==> src/rtl/binary_intermediate_collect.sv <==
// Reassembles per-block sign-bit slices into full binary token vectors and drains a frame in order.
// Optional macro BIN_COLLECT_ORDER_CHECK_EN: enforce block_sel == pass and flag mismatches on order_err.
module binary_intermediate_collect #(
    parameter int N_TOK   = 30,
    parameter int N_BLK   = 4,
    parameter int SLICE_W = 16,
    localparam int OUT_W  = N_BLK * SLICE_W,
    localparam int BLK_W  = (N_BLK > 1) ? $clog2(N_BLK) : 1,
    localparam int TOK_W  = (N_TOK > 1) ? $clog2(N_TOK) : 1
) (
    input  logic               clk,
    input  logic               rst,
    input  logic [SLICE_W-1:0] data_in,
    input  logic               data_in_valid,
    input  logic [BLK_W-1:0]   block_sel,
    output logic               in_ready,
    output logic [OUT_W-1:0]   data_out,
    output logic               data_out_valid,
    input  logic               data_out_ready,
    output logic               done,
    output logic               overflow,
    output logic               order_err
);

    typedef enum logic [0:0] {
        ST_COLLECT,
        ST_DRAIN
    } state_t;

    localparam logic [TOK_W-1:0] TOK_LAST  = TOK_W'(N_TOK - 1);
    localparam logic [BLK_W-1:0] PASS_LAST = BLK_W'(N_BLK - 1);

    state_t             state_reg, state_next;
    logic [TOK_W-1:0]   tok_reg, tok_next;
    logic [BLK_W-1:0]   pass_reg, pass_next;
    logic [TOK_W-1:0]   rd_reg, rd_next;
    logic               dout_valid_reg, dout_valid_next;
    logic               done_reg, done_next;
    logic               overflow_reg, overflow_next;

    logic               wr_en;
    logic               load_en;
    logic [TOK_W-1:0]   rd_addr;
    logic               order_bad;

`ifdef BIN_COLLECT_ORDER_CHECK_EN
    logic order_err_reg;

    assign order_bad = (block_sel != pass_reg);

    always_ff @(posedge clk) begin
        if (rst) begin
            order_err_reg <= 1'b0;
        end else if (state_reg == ST_COLLECT && data_in_valid && order_bad) begin
            order_err_reg <= 1'b1;
        end
    end

    assign order_err = order_err_reg;
`else
    assign order_bad = 1'b0;
    assign order_err = 1'b0;
`endif

    always_comb begin
        state_next      = state_reg;
        tok_next        = tok_reg;
        pass_next       = pass_reg;
        rd_next         = rd_reg;
        dout_valid_next = dout_valid_reg;
        done_next       = 1'b0;
        overflow_next   = overflow_reg;
        wr_en           = 1'b0;
        load_en         = 1'b0;
        rd_addr         = rd_reg;

        case (state_reg)
            ST_COLLECT: begin
                if (data_in_valid && !order_bad) begin
                    wr_en = 1'b1;
                    if (tok_reg == TOK_LAST) begin
                        tok_next = '0;
                        if (pass_reg == PASS_LAST) begin
                            pass_next  = '0;
                            rd_next    = '0;
                            state_next = ST_DRAIN;
                        end else begin
                            pass_next = pass_reg + BLK_W'(1);
                        end
                    end else begin
                        tok_next = tok_reg + TOK_W'(1);
                    end
                end
            end

            ST_DRAIN: begin
                // Upstream cannot be stalled, so anything arriving now is lost.
                if (data_in_valid) begin
                    overflow_next = 1'b1;
                end
                if (!dout_valid_reg) begin
                    // First cycle of the drain: prime the output register with token 0.
                    load_en         = 1'b1;
                    dout_valid_next = 1'b1;
                end else if (data_out_ready) begin
                    if (rd_reg == TOK_LAST) begin
                        dout_valid_next = 1'b0;
                        done_next       = 1'b1;
                        rd_next         = '0;
                        state_next      = ST_COLLECT;
                    end else begin
                        rd_next = rd_reg + TOK_W'(1);
                        rd_addr = rd_reg + TOK_W'(1);
                        load_en = 1'b1;
                    end
                end
            end

            default: begin
                state_next = ST_COLLECT;
            end
        endcase
    end

    always_ff @(posedge clk) begin
        if (rst) begin
            state_reg      <= ST_COLLECT;
            tok_reg        <= '0;
            pass_reg       <= '0;
            rd_reg         <= '0;
            dout_valid_reg <= 1'b0;
            done_reg       <= 1'b0;
            overflow_reg   <= 1'b0;
        end else begin
            state_reg      <= state_next;
            tok_reg        <= tok_next;
            pass_reg       <= pass_next;
            rd_reg         <= rd_next;
            dout_valid_reg <= dout_valid_next;
            done_reg       <= done_next;
            overflow_reg   <= overflow_next;
        end
    end

    // One narrow memory per block keeps each write a full-word RAM write.
    genvar gi;
    generate
        for (gi = 0; gi < N_BLK; gi++) begin : g_blk
            logic [SLICE_W-1:0] mem [N_TOK];
            logic [SLICE_W-1:0] rd_q;

            always_ff @(posedge clk) begin
                if (wr_en && block_sel == BLK_W'(gi)) begin
                    mem[tok_reg] <= data_in;
                end
            end

            always_ff @(posedge clk) begin
                if (rst) begin
                    rd_q <= '0;
                end else if (load_en) begin
                    rd_q <= mem[rd_addr];
                end
            end

            assign data_out[gi*SLICE_W +: SLICE_W] = rd_q;
        end
    endgenerate

    assign in_ready       = (state_reg == ST_COLLECT);
    assign data_out_valid = dout_valid_reg;
    assign done           = done_reg;
    assign overflow       = overflow_reg;

endmodule

==> config.mk <==
export PLATFORM = sky130hd
export DESIGN_NAME = binary_intermediate_collect
export DESIGN_NICKNAME = d
export VERILOG_FILES = /design/src/rtl/binary_intermediate_collect.sv
export SDC_FILE = /design/constraint.sdc
export NUM_CORES = 2
export LEC_CHECK = 0
export BUFFER_PORTS_ARGS = -buffer_cell sky130_fd_sc_hd__buf_2
export CORE_MARGIN = 3
export CORE_UTILIZATION = 35
export DETAILED_ROUTE_END_ITERATION = 16
export GPL_ROUTABILITY_DRIVEN = 0
export PLACE_DENSITY = 0.53
export REMOVE_ABC_BUFFERS = 1
export SKIP_LAST_GASP = 1
export SLEW_MARGIN = 20
export SYNTH_ARGS = -nofsm -noshare
export SYNTH_HDL_FRONTEND = slang
export SYNTH_SLANG_ARGS = --single-unit
==> constraint.sdc <==
create_clock -name clk -period 4.6 [get_ports clk]
set_input_delay 0.23 -clock clk [delete_from_list [all_inputs] [get_ports clk]]
set_output_delay 0.23 -clock clk [all_outputs]
set_load 0.02 [all_outputs]
==> flow_summary.json <==
{
  "holdPathEnd": "g_blk[3].mem[11][7]",
  "grt_max_degree": 150,
  "start_util_pct": 35.3,
  "seq_area_frac_synth_pct": 75.5,
  "cts_setup_buffers": 0,
  "cp-end-kind": "flop",
  "met1_length_mm": 102,
  "die_y_um": 480,
  "cp_max_fo": 59,
  "num_vias": 46400,
  "hold_path_class": "in2reg",
  "drv_cap": 0,
  "finalCriticalPeriod_ns": 4.29,
  "post_drt_wl_per_cell_um": 27.7,
  "min_from": "data_in[7]",
  "async_flop_share_pct": 0,
  "first_global_vias": 44700,
  "cts_inserted_buffers": 203,
  "synth_cells": 5028,
  "ys_types": 64,
  "synth_edf_count": 1920,
  "row_count": 173,
  "clock-root-buffer": "clkbuf_16",
  "worst_ep_arrival_time_ns": 5.07,
  "reg2regPathDepth": 11,
  "firstDrtPassIters": 6,
  "powerDensity_nw_per_um2": 406,
  "port_buffers": 89,
  "wl_mm": 232,
  "holdPathStages": 1,
  "skew_ns": 0.0247,
  "vias_per_cell": 5.54,
  "grtUsageTotal_pct": 19.8,
  "reg_top3": "g_blk.mem: 1920 flops, g_blk.rd_q: 64 flops",
  "clock.fmax_mhz": 233,
  "drtIter0Drc": 5402,
  "final_util_pct": 40.6,
  "synthTopCellsByCount": "edfxtp_1 (1,920), nand2_1 (675), a211oi_1 (245), and3_1 (227), clkbuf_1 (217)",
  "hpwl_mm": 135,
  "clockBufferDepth": 3,
  "rsz0062_at_grt": "false",
  "status": "complete, no violations",
  "ios": 91,
  "ys_warn_count": 0,
  "fin_crit_sh_pct": 93.4,
  "regMostFlops": "g_blk.mem",
  "ir_worst_vdd_mv": 0.413,
  "num-nets-final": 5245,
  "wl_met3_mm": 15.3,
  "highest_layer": "met5",
  "r2r_start": "rd_reg[1]",
  "tns_ns": 0,
  "clk_pin_slew_ns": 0.06,
  "drive_above_1_share_pct": 17.0,
  "report.final.slew_viol_count": 0,
  "post_cts_resized": 0,
  "synthFlopType": "edfxtp_1",
  "htree_levels": 4,
  "r2r_setup_slack_ns": 0.31,
  "syn-mean-instance-area_um2": 15.6,
  "worstSkewPairLatency_ns": 0.84,
  "critPathLaunchType": "flop",
  "grt_pass1_wl_mm": 334,
  "tritoncts": "yes",
  "r2r-end": "g_blk[3].rd_q[4]",
  "ys_seq_elements": 2000,
  "synth_area_leaders": "edfxtp_1 (73%), mux4_2 (4.0%), nand2_1 (3.2%), a211oi_1 (2.3%), dfxtp_1 (2.0%)",
  "yosysMostFrequentCell": "edfxtp_1",
  "antenna_found_initial": 13,
  "route.met2.wl_mm": 108,
  "startpoint": "rd_reg[1]",
  "grt_overflow_total": 0,
  "power.leakage_nw": 29.1,
  "crit_type": "reg2reg",
  "synthesis.area_um2": 78500,
  "die_w_um": 480,
  "yosysTopAreaCell": "edfxtp_1",
  "core_um2": 223000,
  "relSlewSlack_pct": 25.2,
  "area_growth_syn_to_layout_pct": 15.0,
  "finalHoldViolations": 0,
  "crit_required_ns": 5.38,
  "tightest_slew_ns": 1.12,
  "final_antenna_net_count": 0,
  "largest_register_ffs": 1920,
  "drc": 0,
  "die_area_um2": 230000,
  "cts.sinks": 2000,
  "finalSetupViolCount": 0,
  "synth_top_area_share_pct": 73.5
}
==> metrics by stage <==
step	cells	worst slack (ns)	power [mW]	hold slack (ns)	area (um2)
after floorplan	4654	-13.71	20.4	0.299	76800
after global placement	7971	0.455	20.9	0.432	83600
after detailed placement	7972	0.436	20.9	0.443	83600
after CTS	8366	0.417	37.0	0.00776	90200
after global routing	8368	0.128	37.7	0.0423	90200
final	8375	0.305	36.7	0.0278	90200
==> repair_timing <==
action / in CTS / in global routing
hold endpoints to repair: 303 / 0
endpoints found under the setup margin: 0 / 0
hold buffers: 13 / 0
==> layout make-up <==
class / count / area, um2
diodes: 9 / 22.5
clock inverters: 106 / 858
fillers: 20300 / 132000
clock buffers: 275 / 5630
multi-input cells: 2647 / 17900
repair buffers: 356 / 2840
flip-flops and latches: 2000 / 59300
well taps: 2975 / 3720
inverters: 7 / 26.3
==> per-layer routing <==
| metal | track usage (%) | vias to the layer above |
|---|---|---|
| li1 | - | 20200 |
| met2 | 31.0 | 1604 |
| met3 | 3.41 | 325 |
| met1 | 28.1 | 24300 |
| met5 | 0 | - |
| met4 | 6.37 | 2 |
==> placed cells by master (no fill, tap or decap), drive strengths merged, types with 4 or more instances in the layout <==
master	instances
a211oi	245
a21oi	206
a221oi	27
a222oi	27
a22o	80
a22oi	62
a311oi	10
a31oi	67
a32oi	45
a41oi	27
and3	227
buf	343
bufinv	12
clkbuf	275
clkinv	82
clkinvlp	6
dfxtp	80
diode	9
dlygate4sd3	13
edfxtp	1920
ha	8
inv	13
mux2	54
mux2i	39
mux4	138
nand2	676
nand2b	56
nand3	45
nand4	39
nor2	182
nor2b	10
nor3	86
nor4	28
o21ai	196
o21bai	28
xor2	4
==> critical path, stage by stage (launching register included) <==
cell,delay [ns]
dfxtp_2,0.32
buf_4,0.48
ha_1,0.51
nand2_1,0.24
o31a_2,0.47
nor2_4,0.60
buf_12,0.25
a22o_1,0.15
nor3_1,0.07
nor4_1,0.78
buf_4,0.23
a22o_1,0.11
==> cells by family after synthesis <==
family | Yosys count | synth area share (%)
buffers and inverters | 381 | 2.11
AND/OR/NAND/NOR | 1364 | 7.96
multiplexers | 231 | 5.23
other | 1 | 0.00478
XOR/XNOR | 5 | 0.0558
adder cells (fa/ha/maj) | 8 | 0.128
flip-flops | 2000 | 75.5
AO/OA/AOI/OAI | 1038 | 8.99
==> worst max path at each step <==
stage,end,cells past startpoint
6_report,g_blk[3].rd_q[4],11
5_1_grt,g_blk[3].rd_q[15],12
4_1_cts,g_blk[3].rd_q[4],11
3_5_place_dp,g_blk[3].rd_q[4],11
3_3_place_gp,g_blk[3].rd_q[15],11
2_1_floorplan,g_blk[0].rd_q[0],11
==> where the power goes <==
group	total (mW)	switching, mW	internal [mW]	leakage (nW)
registers	20.0	0.00992	20.0	17.9
logic	0.510	0.445	0.0651	8.04
clock network	16.2	6.93	9.23	3.18
(Power assumes the default switching activity.)
